### config.mk
export PLATFORM = sky130hd
export DESIGN_NAME = fnn_layer_sequencer
export DESIGN_NICKNAME = d
export VERILOG_FILES = /design/src/rtl/fnn_pkg.sv /design/src/rtl/fnn_argmax_serial.sv /design/src/rtl/fnn_layer_sequencer.sv
export SDC_FILE = /design/constraint.sdc
export NUM_CORES = 1
export LEC_CHECK = 0
export CAP_MARGIN = 20
export CORE_ASPECT_RATIO = 0.7
export CORE_MARGIN = 1.5
export CORE_UTILIZATION = 40
export DETAILED_ROUTE_END_ITERATION = 10
export PLACE_DENSITY = 0.7
export REMOVE_ABC_BUFFERS = 1
export SLEW_MARGIN = 10
export SYNTH_ARGS = -nofsm -noshare
export SYNTH_HDL_FRONTEND = slang
export SYNTH_SLANG_ARGS = --single-unit
### constraint.sdc
create_clock -name clk -period 4.4 [get_ports clk]
set_clock_uncertainty 0.2 [all_clocks]
set_input_delay 1.32 -clock clk [delete_from_list [all_inputs] [get_ports clk]]
set_output_delay 1.32 -clock clk [all_outputs]
set_load 0.01 [all_outputs]
### src/rtl/fnn_pkg.sv
// Shared types and width helpers for the FNN layer sequencer.
package fnn_pkg;

  typedef enum logic [2:0] {
    IDLE,
    LOAD,
    FEED,
    XFER,
    ARGMAX,
    DONE
  } fnn_state_e;

  // Index width that stays at least one bit wide for tiny counts.
  function automatic int unsigned class_w(input int unsigned n);
    return (n < 2) ? 1 : $clog2(n);
  endfunction

  // Last-layer score width: each layer grows the datapath by three bits.
  function automatic int unsigned score_w(input int unsigned in_w, input int unsigned n_layers);
    return in_w + 3 * n_layers;
  endfunction

endpackage

### src/rtl/fnn_argmax_serial.sv
// Streaming signed argmax over a fixed number of score beats; ties keep the lowest index.
module fnn_argmax_serial
  import fnn_pkg::*;
#(
  parameter int unsigned NUM_CLASSES = 10,
  parameter int unsigned SCORE_WIDTH = 28
) (
  input  logic                              clk,
  input  logic                              rstn,
  input  logic                              clr,
  input  logic                              beat_valid,
  input  logic signed [SCORE_WIDTH-1:0]     beat_data,
  output logic [class_w(NUM_CLASSES)-1:0]   best_idx,
  output logic signed [SCORE_WIDTH-1:0]     best_score,
  output logic                              done_c
);

  localparam int unsigned CLASS_W = class_w(NUM_CLASSES);
  localparam logic [CLASS_W-1:0] LAST_BEAT = CLASS_W'(NUM_CLASSES - 1);

  logic [CLASS_W-1:0]            cnt_q, cnt_d;
  logic [CLASS_W-1:0]            idx_q, idx_d;
  logic signed [SCORE_WIDTH-1:0] best_q, best_d;

  always_comb begin
    cnt_d  = cnt_q;
    idx_d  = idx_q;
    best_d = best_q;
    done_c = beat_valid && !clr && (cnt_q == LAST_BEAT);
    if (clr) begin
      cnt_d  = '0;
      idx_d  = '0;
      best_d = '0;
    end else if (beat_valid) begin
      // First beat always loads so stale scores never leak into a new pass.
      if ((cnt_q == '0) || (beat_data > best_q)) begin
        best_d = beat_data;
        idx_d  = cnt_q;
      end
      cnt_d = done_c ? '0 : cnt_q + CLASS_W'(1);
    end
  end

  always_ff @(posedge clk or negedge rstn) begin
    if (!rstn) begin
      cnt_q  <= '0;
      idx_q  <= '0;
      best_q <= '0;
    end else begin
      cnt_q  <= cnt_d;
      idx_q  <= idx_d;
      best_q <= best_d;
    end
  end

  assign best_idx   = idx_q;
  assign best_score = best_q;

endmodule

### src/rtl/fnn_layer_sequencer.sv
// Controller chaining NUM_LAYERS FNN layers: weight load, pixel feed, layer transfers, argmax.
// Optional cycle counter output perf_cycles enabled by defining FNN_PERF_CNT_EN.
module fnn_layer_sequencer
  import fnn_pkg::*;
#(
  parameter int unsigned NUM_LAYERS   = 4,
  parameter int unsigned INDATA_WIDTH = 16,
  parameter int unsigned NO_INPUTS    = 784,
  parameter int unsigned NUM_CLASSES  = 10,
  parameter int unsigned SCORE_WIDTH  = score_w(INDATA_WIDTH, NUM_LAYERS),
  parameter int unsigned WBUS_WIDTH   = 23
) (
  input  logic                            clk,
  input  logic                            rstn,
  input  logic                            start_FNN,
  input  logic                            restart,
  input  logic                            load_weights,
  input  logic                            weight_valid,
  input  logic [WBUS_WIDTH-1:0]           weight_bus,
  output logic [WBUS_WIDTH-1:0]           weight_bus_out,
  output logic                            weight_valid_out,
  input  logic [NUM_LAYERS-1:0]           layer_ready,
  output logic [NUM_LAYERS-1:0]           layer_start,
  output logic [NUM_LAYERS-1:0]           layer_shift,
  input  logic [NUM_LAYERS-1:0]           layer_finished,
  input  logic [NUM_LAYERS-1:0]           layer_transferred,
  input  logic                            in_valid,
  input  logic [INDATA_WIDTH-1:0]         in_data,
  output logic                            in_ready,
  output logic [INDATA_WIDTH-1:0]         l1_data,
  output logic                            l1_valid,
  input  logic                            score_valid,
  input  logic [SCORE_WIDTH-1:0]          score_data,
  output logic [class_w(NUM_CLASSES)-1:0] max,
  output logic [SCORE_WIDTH-1:0]          max_score,
  output logic                            finish_FNN,
  output logic                            FNN_ready,
  output logic                            busy,
  output logic                            aborted
`ifdef FNN_PERF_CNT_EN
  ,
  output logic [31:0]                     perf_cycles
`endif
);

  localparam int unsigned K_W     = class_w(NUM_LAYERS);
  localparam int unsigned PIX_W   = class_w(NO_INPUTS + 1);
  localparam int unsigned CLASS_W = class_w(NUM_CLASSES);
  localparam logic [K_W-1:0]        K_LAST  = K_W'(NUM_LAYERS - 1);
  localparam logic [PIX_W-1:0]      PIX_MAX = PIX_W'(NO_INPUTS);
  localparam logic [NUM_LAYERS-1:0] ONE_L   = NUM_LAYERS'(1);

  fnn_state_e               state_q, state_d;
  logic [K_W-1:0]           k_q, k_d, k_prev;
  logic [PIX_W-1:0]         pix_cnt_q, pix_cnt_d;
  logic                     drained_q, drained_d;
  logic                     fin_seen_q, fin_seen_d;
  logic                     loaded_q, loaded_d;
  logic                     busy_q, busy_d;
  logic                     finish_q, finish_d;
  logic                     aborted_q, aborted_d;
  logic [CLASS_W-1:0]       max_q, max_d;
  logic [SCORE_WIDTH-1:0]   max_score_q, max_score_d;
  logic [NUM_LAYERS-1:0]    start_q, start_d;
  logic [NUM_LAYERS-1:0]    shift_q, shift_d;
  logic                     in_ready_q, in_ready_d;
  logic [INDATA_WIDTH-1:0]  l1_data_q, l1_data_d;
  logic                     l1_valid_q, l1_valid_d;
  logic [WBUS_WIDTH-1:0]    wbus_q, wbus_d;
  logic                     wvalid_q, wvalid_d;

  logic                     start_acc_c, abort_c, clr_c, beat_valid_c, argmax_done_c;
  logic                     drained_now, fin_now;
  logic [CLASS_W-1:0]       best_idx;
  logic [SCORE_WIDTH-1:0]   best_score;

  // Handshake-level events kept outside the main comb block to avoid false loops.
  assign start_acc_c  = (state_q == IDLE) && !load_weights && start_FNN && loaded_q;
  assign abort_c      = restart && (state_q inside {FEED, XFER, ARGMAX, DONE});
  assign clr_c        = start_acc_c || abort_c;
  assign beat_valid_c = (state_q == ARGMAX) && score_valid && !abort_c;

  fnn_argmax_serial #(
    .NUM_CLASSES (NUM_CLASSES),
    .SCORE_WIDTH (SCORE_WIDTH)
  ) u_argmax (
    .clk        (clk),
    .rstn       (rstn),
    .clr        (clr_c),
    .beat_valid (beat_valid_c),
    .beat_data  (score_data),
    .best_idx   (best_idx),
    .best_score (best_score),
    .done_c     (argmax_done_c)
  );

  always_comb begin
    state_d     = state_q;
    k_d         = k_q;
    pix_cnt_d   = pix_cnt_q;
    drained_d   = drained_q;
    fin_seen_d  = fin_seen_q;
    loaded_d    = loaded_q;
    busy_d      = busy_q;
    finish_d    = finish_q;
    aborted_d   = 1'b0;
    max_d       = max_q;
    max_score_d = max_score_q;
    l1_data_d   = l1_data_q;
    l1_valid_d  = 1'b0;
    wbus_d      = wbus_q;
    wvalid_d    = 1'b0;
    start_d     = '0;
    shift_d     = '0;
    k_prev      = k_q - K_W'(1);
    drained_now = drained_q || layer_transferred[k_prev];
    fin_now     = fin_seen_q || layer_finished[k_q];

    unique case (state_q)
      IDLE: begin
        if (load_weights) begin
          state_d  = LOAD;
          loaded_d = 1'b0;
        end else if (start_acc_c) begin
          state_d     = FEED;
          busy_d      = 1'b1;
          finish_d    = 1'b0;
          max_d       = '0;
          max_score_d = '0;
          pix_cnt_d   = '0;
        end
      end
      LOAD: begin
        if (weight_valid) begin
          wbus_d   = weight_bus;
          wvalid_d = 1'b1;
        end
        if (!load_weights && (&layer_ready)) begin
          state_d  = IDLE;
          loaded_d = 1'b1;
        end
      end
      FEED: begin
        if (in_valid && in_ready_q) begin
          l1_data_d  = in_data;
          l1_valid_d = 1'b1;
          pix_cnt_d  = pix_cnt_q + PIX_W'(1);
        end
        if ((pix_cnt_q == PIX_MAX) && layer_finished[0]) begin
          state_d    = XFER;
          k_d        = K_W'(1);
          drained_d  = 1'b0;
          fin_seen_d = 1'b0;
        end
      end
      XFER: begin
        // Drain of layer k-1 and completion of layer k may arrive in either order.
        drained_d  = drained_now;
        fin_seen_d = fin_now;
        if (drained_now && fin_now) begin
          if (k_q == K_LAST) begin
            state_d = ARGMAX;
          end else begin
            k_d        = k_q + K_W'(1);
            drained_d  = 1'b0;
            fin_seen_d = 1'b0;
          end
        end
      end
      ARGMAX: begin
        if (argmax_done_c) begin
          state_d = DONE;
        end
      end
      DONE: begin
        max_d       = best_idx;
        max_score_d = best_score;
        finish_d    = 1'b1;
        busy_d      = 1'b0;
        state_d     = IDLE;
      end
      default: state_d = IDLE;
    endcase

    if (abort_c) begin
      state_d     = IDLE;
      aborted_d   = 1'b1;
      k_d         = '0;
      pix_cnt_d   = '0;
      drained_d   = 1'b0;
      fin_seen_d  = 1'b0;
      busy_d      = 1'b0;
      finish_d    = 1'b0;
      max_d       = '0;
      max_score_d = '0;
      l1_valid_d  = 1'b0;
    end

    // Layer control vectors follow the state being entered.
    unique case (state_d)
      FEED:    start_d = ONE_L;
      XFER: begin
        start_d = ONE_L << k_d;
        if (!drained_d) shift_d = ONE_L << (k_d - K_W'(1));
      end
      ARGMAX:  shift_d = ONE_L << K_LAST;
      default: ;
    endcase

    in_ready_d = (state_d == FEED) && (pix_cnt_d < PIX_MAX);
  end

  always_ff @(posedge clk or negedge rstn) begin
    if (!rstn) begin
      state_q     <= IDLE;
      k_q         <= '0;
      pix_cnt_q   <= '0;
      drained_q   <= 1'b0;
      fin_seen_q  <= 1'b0;
      loaded_q    <= 1'b0;
      busy_q      <= 1'b0;
      finish_q    <= 1'b0;
      aborted_q   <= 1'b0;
      max_q       <= '0;
      max_score_q <= '0;
      start_q     <= '0;
      shift_q     <= '0;
      in_ready_q  <= 1'b0;
      l1_data_q   <= '0;
      l1_valid_q  <= 1'b0;
      wbus_q      <= '0;
      wvalid_q    <= 1'b0;
    end else begin
      state_q     <= state_d;
      k_q         <= k_d;
      pix_cnt_q   <= pix_cnt_d;
      drained_q   <= drained_d;
      fin_seen_q  <= fin_seen_d;
      loaded_q    <= loaded_d;
      busy_q      <= busy_d;
      finish_q    <= finish_d;
      aborted_q   <= aborted_d;
      max_q       <= max_d;
      max_score_q <= max_score_d;
      start_q     <= start_d;
      shift_q     <= shift_d;
      in_ready_q  <= in_ready_d;
      l1_data_q   <= l1_data_d;
      l1_valid_q  <= l1_valid_d;
      wbus_q      <= wbus_d;
      wvalid_q    <= wvalid_d;
    end
  end

  assign weight_bus_out   = wbus_q;
  assign weight_valid_out = wvalid_q;
  assign layer_start      = start_q;
  assign layer_shift      = shift_q;
  assign in_ready         = in_ready_q;
  assign l1_data          = l1_data_q;
  assign l1_valid         = l1_valid_q;
  assign max              = max_q;
  assign max_score        = max_score_q;
  assign finish_FNN       = finish_q;
  assign FNN_ready        = loaded_q;
  assign busy             = busy_q;
  assign aborted          = aborted_q;

`ifdef FNN_PERF_CNT_EN
  logic [31:0] perf_cnt_q, perf_cnt_d;
  logic [31:0] perf_cycles_q, perf_cycles_d;

  // Saturating run counter; the value captured at DONE includes the finish edge.
  always_comb begin
    perf_cnt_d    = perf_cnt_q;
    perf_cycles_d = perf_cycles_q;
    if (start_acc_c || abort_c) begin
      perf_cnt_d = '0;
    end else if (busy_q && (perf_cnt_q != 32'hFFFF_FFFF)) begin
      perf_cnt_d = perf_cnt_q + 32'd1;
    end
    if (abort_c) begin
      perf_cycles_d = '0;
    end else if (state_q == DONE) begin
      perf_cycles_d = (perf_cnt_q == 32'hFFFF_FFFF) ? perf_cnt_q : perf_cnt_q + 32'd1;
    end
  end

  always_ff @(posedge clk or negedge rstn) begin
    if (!rstn) begin
      perf_cnt_q    <= '0;
      perf_cycles_q <= '0;
    end else begin
      perf_cnt_q    <= perf_cnt_d;
      perf_cycles_q <= perf_cycles_d;
    end
  end

  assign perf_cycles = perf_cycles_q;
`endif

endmodule
; ---- Yosys cells after proc, flatten, opt, wreduce, memory -nomap -nowiden
; Index checks and enable logic that the tools add are counted.
[op_classes]
n_addsub = 5
order_cmp = 4
n_eq_ne = 16
shifts = 2
n_mux = 70
n_reduce_logical = 35
[ops]
columns = cell, n
row1 = two-way mux 28 bit, 6
row2 = one-hot mux 28 bit (2 select lines), 1
row3 = two-way mux 10 bit, 4
row4 = two-way mux 4 bit, 10
row5 = greater-than comparator 28 bit, 1
row6 = two-way mux 1 bit, 24
row7 = two-way mux 3 bit, 8
row8 = one-hot mux 4 bit (2 select lines), 3
row9 = one-hot mux 10 bit (2 select lines), 1
row10 = one-hot mux 3 bit (5 select lines), 1
row11 = logical AND 1 bit, 13
row12 = == test 3 x 2 -> 1 bit (second input constant), 4
row13 = adder 10 x 1 -> 10 bit (second input constant), 1
row14 = == test 10 bit (second input constant), 1
row15 = less-than comparator 10 bit (second input constant), 1
row16 = one-hot mux 1 bit (2 select lines), 5
row17 = == test 3 bit (second input constant), 3
row18 = two-way mux 2 bit, 4
row19 = AND reduction 2 bit, 4
row20 = << shifter 1 x 2 -> 4 bit (first input constant), 2
row21 = less-than comparator 2 x 3 -> 1 bit (second input constant), 2
row22 = != test 3 bit (second input constant), 2
row23 = AND reduction 3 bit, 2
row24 = nonzero test 2 bit, 3
row25 = 17 further kinds, 26
[totals]
ff_bits = 139
in_bits = 87
output_inout_bits = 86
wordCells = 153

; ---- Longest topological paths before layout
[logic_depth]
ltp_word = 13
ltp_mapped = 10
ltp_nobuf = 10

; ---- By module
; Synthesis repeated with hierarchy kept, for this count alone.
[unflattened]
hier_cells = 562
hier_area_um2 = 6545.0
[by_module_without_submodules]
columns = module, instances, cells_each, area_per_inst_um2, seq_area_each_um2
row1 = fnn_layer_sequencer, 1, 349, 4352.9, 2577.5
row2 = fnn_argmax_serial, 1, 213, 2192.1, 900.9

; ---- Worst setup path before layout
; OpenSTA, ideal clock, no wires.
[synth_timing]
path_kind = input port to flip-flop
from = input port score_data[27]
to = register u_argmax.idx_q[0] (netlist: u_argmax.best_idx[0])
setup_time_ps = 121
arrival_ps = 3099
t_required_ps = 4079
slack_ps = 980
path_stages = 9
n_path_buf = 1
path_cell_list = ha_1 -> nand4_1 -> or4_1 -> o21ai_1 -> a211oi_2 -> a21oi_2 -> o31ai_4 -> buf_6 -> a22o_1
[synth_between]
elab_chain_cells = 4
[synth_lines]
columns = item, line
row1 = start: declaration, fnn_layer_sequencer.sv:33  ; input logic [SCORE_WIDTH-1:0] score_data,
row2 = greater-than comparator 28 bit, fnn_argmax_serial.sv:36  ; if ((cnt_q == '0) || (beat_data > best_q)) begin
row3 = logical OR 1 bit, fnn_argmax_serial.sv:36
row4 = nonzero test 2 bit (no line), n/a
row5 = AND reduction 2 bit (no line), n/a
row6 = end signal: assignment, fnn_argmax_serial.sv:51  ; idx_q <= idx_d;
row7 = end: declaration, fnn_argmax_serial.sv:22  ; logic [CLASS_W-1:0] idx_q, idx_d;
; Every way passes these cells.
; A chain may end at the register's enable or synchronous reset.

; ---- Final worst setup path
[layout_timing]
from = input port score_data[25]
to = register u_argmax.best_q[15] (netlist: u_argmax.best_score[15])
[layout_between]
elab_chain_cells = 4
[layout_lines]
columns = item, line
row1 = greater-than comparator 28 bit, fnn_argmax_serial.sv:36
row2 = logical OR 1 bit, fnn_argmax_serial.sv:36
row3 = nonzero test 2 bit (no line), n/a
row4 = AND reduction 2 bit (no line), n/a
row5 = end signal: assignment, fnn_argmax_serial.sv:52  ; best_q <= best_d;
row6 = end: declaration, fnn_argmax_serial.sv:23  ; logic signed [SCORE_WIDTH-1:0] best_q, best_d;
; Every way passes these cells.

==> results_dict.tcl <==
set metrics [dict create \
    yosys.cell_types.count 66 \
    rsz0062_at_grt "false" \
    power.total_uw 3880 \
    wl_per_cell_um 17.3 \
    path_clk_slew_ps 60 \
    cts_inserted_buffers 17 \
    max_slew.worst_pin.slew_ps 799 \
    finalCoreUtilization_pct 57.1 \
    maxCapViolCount 0 \
    fmax_ghz 0.250 \
    dp_hpwl_um 11300 \
    yosysSeqAreaShare_pct 54.3 \
    grt_pass1_wl_um 25900 \
    hold_viol 0 \
    grt_use_total_pct 19.9 \
    hold_class "reg2reg" \
    whs_ps 274 \
    port_buffers 172 \
    fillers 1304 \
    drt_iter0_drc 331 \
    crit_type "in2reg" \
    avgViaCountPerCell 5.31 \
    layout_min_cycle_time_ps 4000 \
    async_flop_share_pct 100 \
    finalSetupTns_ps 0 \
    syn_area_um2 6410 \
    syn_to_final_growth_pct 38.8 \
    drt-pass1-iter-count 5 \
    grt_pass1_vias 4996 \
    crit_path_top_delay_cell "o31ai_4" \
    synthFlopType "dfrtp_1" \
    start_util_pct 41.1 \
    overflow 0 \
    finalCritPeriodShare_pct 90.8 \
    synth-edff-count 0 \
    drv_slew 0 \
    startpoint_type "input port" \
    nets 832 \
    grt_max_degree 89 \
    cts-root-buf "clkbuf_16" \
    setup_viol_count_final 0 \
    cp_slowest_stage_delay_ps 670 \
    rows 38 \
    cp_data_required_time_ps 4550 \
    p_per_area_nw_per_um2 436 \
    cts_hold_buffers 0 \
    post_cts_buffers 0 \
    final_common_cell "clkdlybuf4s50_1" \
    vias 4895 \
    r2r_cells 10 \
    leakagePower_uw 0.00394 \
    clkLatencyLatePin_ps 410 \
    wl_met2_um 6880 \
    hold-path-endpoint "finish_FNN" \
    placed_cell_area_um2 8340 \
    antenna_left 0 \
    layout_common_cells "171 x clkdlybuf4s50_1, 139 x dfrtp_1, 65 x a22o_1" \
    r2r_end "u_argmax.best_score[15]" \
    syn_inst 530 \
    cts_tree "done" \
    crit_chain "clkdlybuf4s50_1, ha_1, a21o_1, a2111oi_0, o21ai_1, a211oi_2, a21oi_2, o31ai_4, buf_12, a22o_1" \
    h-tree-depth 4 \
    coreArea_um2 15600 \
    top_layer "met4" \
    antenna_found_initial 0 \
    ctsResizeCount 0 \
    ys_warn_count 0 \
    gp_congestion 0.845 \
    slew_headroom_pct 46.7 \
    clock_sinks 139 \
    wl_met3_um 1170 \
    final_area_um2 8900 \
    avgSynthCellArea_um2 12.1 \
    r2r-start "u_argmax.best_score[25]" \
    path_max_fanout 18 \
    cts.path.max_buffers 2 \
    r2r_slack_ps 1360 \
    cp-end-kind "flip-flop" \
    seq_area_um2 3480 \
    critPathArrivalTime_ps 4140 \
    vdd_drop_max_mv 0.191 \
    worstHoldStart "finish_FNN" \
    drc 0 \
    die_height_um 109 \
    n_antenna_cell 0 \
    min_path_cells 1 \
    multi_input_comb_area_um2 2640 \
    status "finished clean" \
    die_area_um2 16800 \
    die_x_um 154 \
    wl_met1_um 7810 \
    drive_gt1_share_pct 15.0 \
    synth-seq-cells 139 \
    io-pin-count 173 \
    wl_um 15900 \
]
## state kept, by name, summed over array words and instances, names as in the netlist, 10 cells and up
| register | cells |
|---|---|
| l1_data | 16 |
| u_argmax.best_score | 28 |
| pix_cnt_q | 10 |
| weight_bus_out | 23 |
| max_score | 28 |
## Yosys cell counts, types with 8 or more instances
library cell | instances | area, um^2
a21oi_1 | 15 | 75.1
a22o_1 | 65 | 569
buf_2 | 8 | 40.0
dfrtp_1 | 139 | 3480
ha_1 | 36 | 450
inv_1 | 40 | 150
mux2_2 | 39 | 439
nand2_1 | 30 | 113
nand4_1 | 9 | 56.3
nor2_1 | 25 | 93.8
o21ai_0 | 12 | 60.1
## power breakdown
part / internal (uW) / switching, uW / total [uW]
clock network: 741 / 589 / 1330
registers: 1440 / 122 / 1560
logic: 538 / 449 / 987
total: 2720 / 1160 / 3880
## cell type report
cell class | instances | area share, %
Clock buffer | 17 | 4.78
Tap cell | 200 | 2.81
Sequential cell | 139 | 39.1
Timing Repair Buffer | 181 | 20.4
Inverter | 42 | 1.79
Multi-Input combinational cell | 328 | 29.7
Clock inverter | 15 | 1.45
## per-stage QoR
stage	setup slack [ps]	cells
2_1_floorplan	627	509
3_3_place_gp	6.61	890
3_5_place_dp	8.82	890
4_1_cts	435	922
5_1_grt	246	922
6_report	404	922
## worst max-delay path by stage
stage	startpoint	to	slack [ps]	depth (start not counted)
after detailed placement	score_data[25]	u_argmax.best_score[15]	9	10
after floorplan	score_data[25]	u_argmax.best_idx[2]	630	8
after global routing	score_data[27]	u_argmax.best_score[15]	250	10
after global placement	score_data[25]	u_argmax.best_score[5]	7	10
after CTS	score_data[25]	u_argmax.best_score[15]	430	10
final	score_data[25]	u_argmax.best_score[15]	400	10
## critical path, delay by kind of cell
kind	cells	cell delay [ps]
buffers and inverters	2	680
adder cells (fa/ha/maj)	1	320
AO/OA/AOI/OAI	7	1810
## routing by layer
metal | up-vias | global-route usage (%)
met5 | - | 0
met4 | 0 | 5.77
met3 | 4 | 6.40
met2 | 196 | 30.0
met1 | 2402 | 27.5
li1 | 2293 | -
## cell families after synthesis
kind of cell	after synthesis	share of synthesized area, %
compound gates	132	16.2
flops	139	54.3
mux	43	7.87
simple gates	114	9.53
fa+ha+maj	36	7.03
buf+inv	63	4.68
xor+xnor	3	0.410
Power figures use the tool's default switching activity.
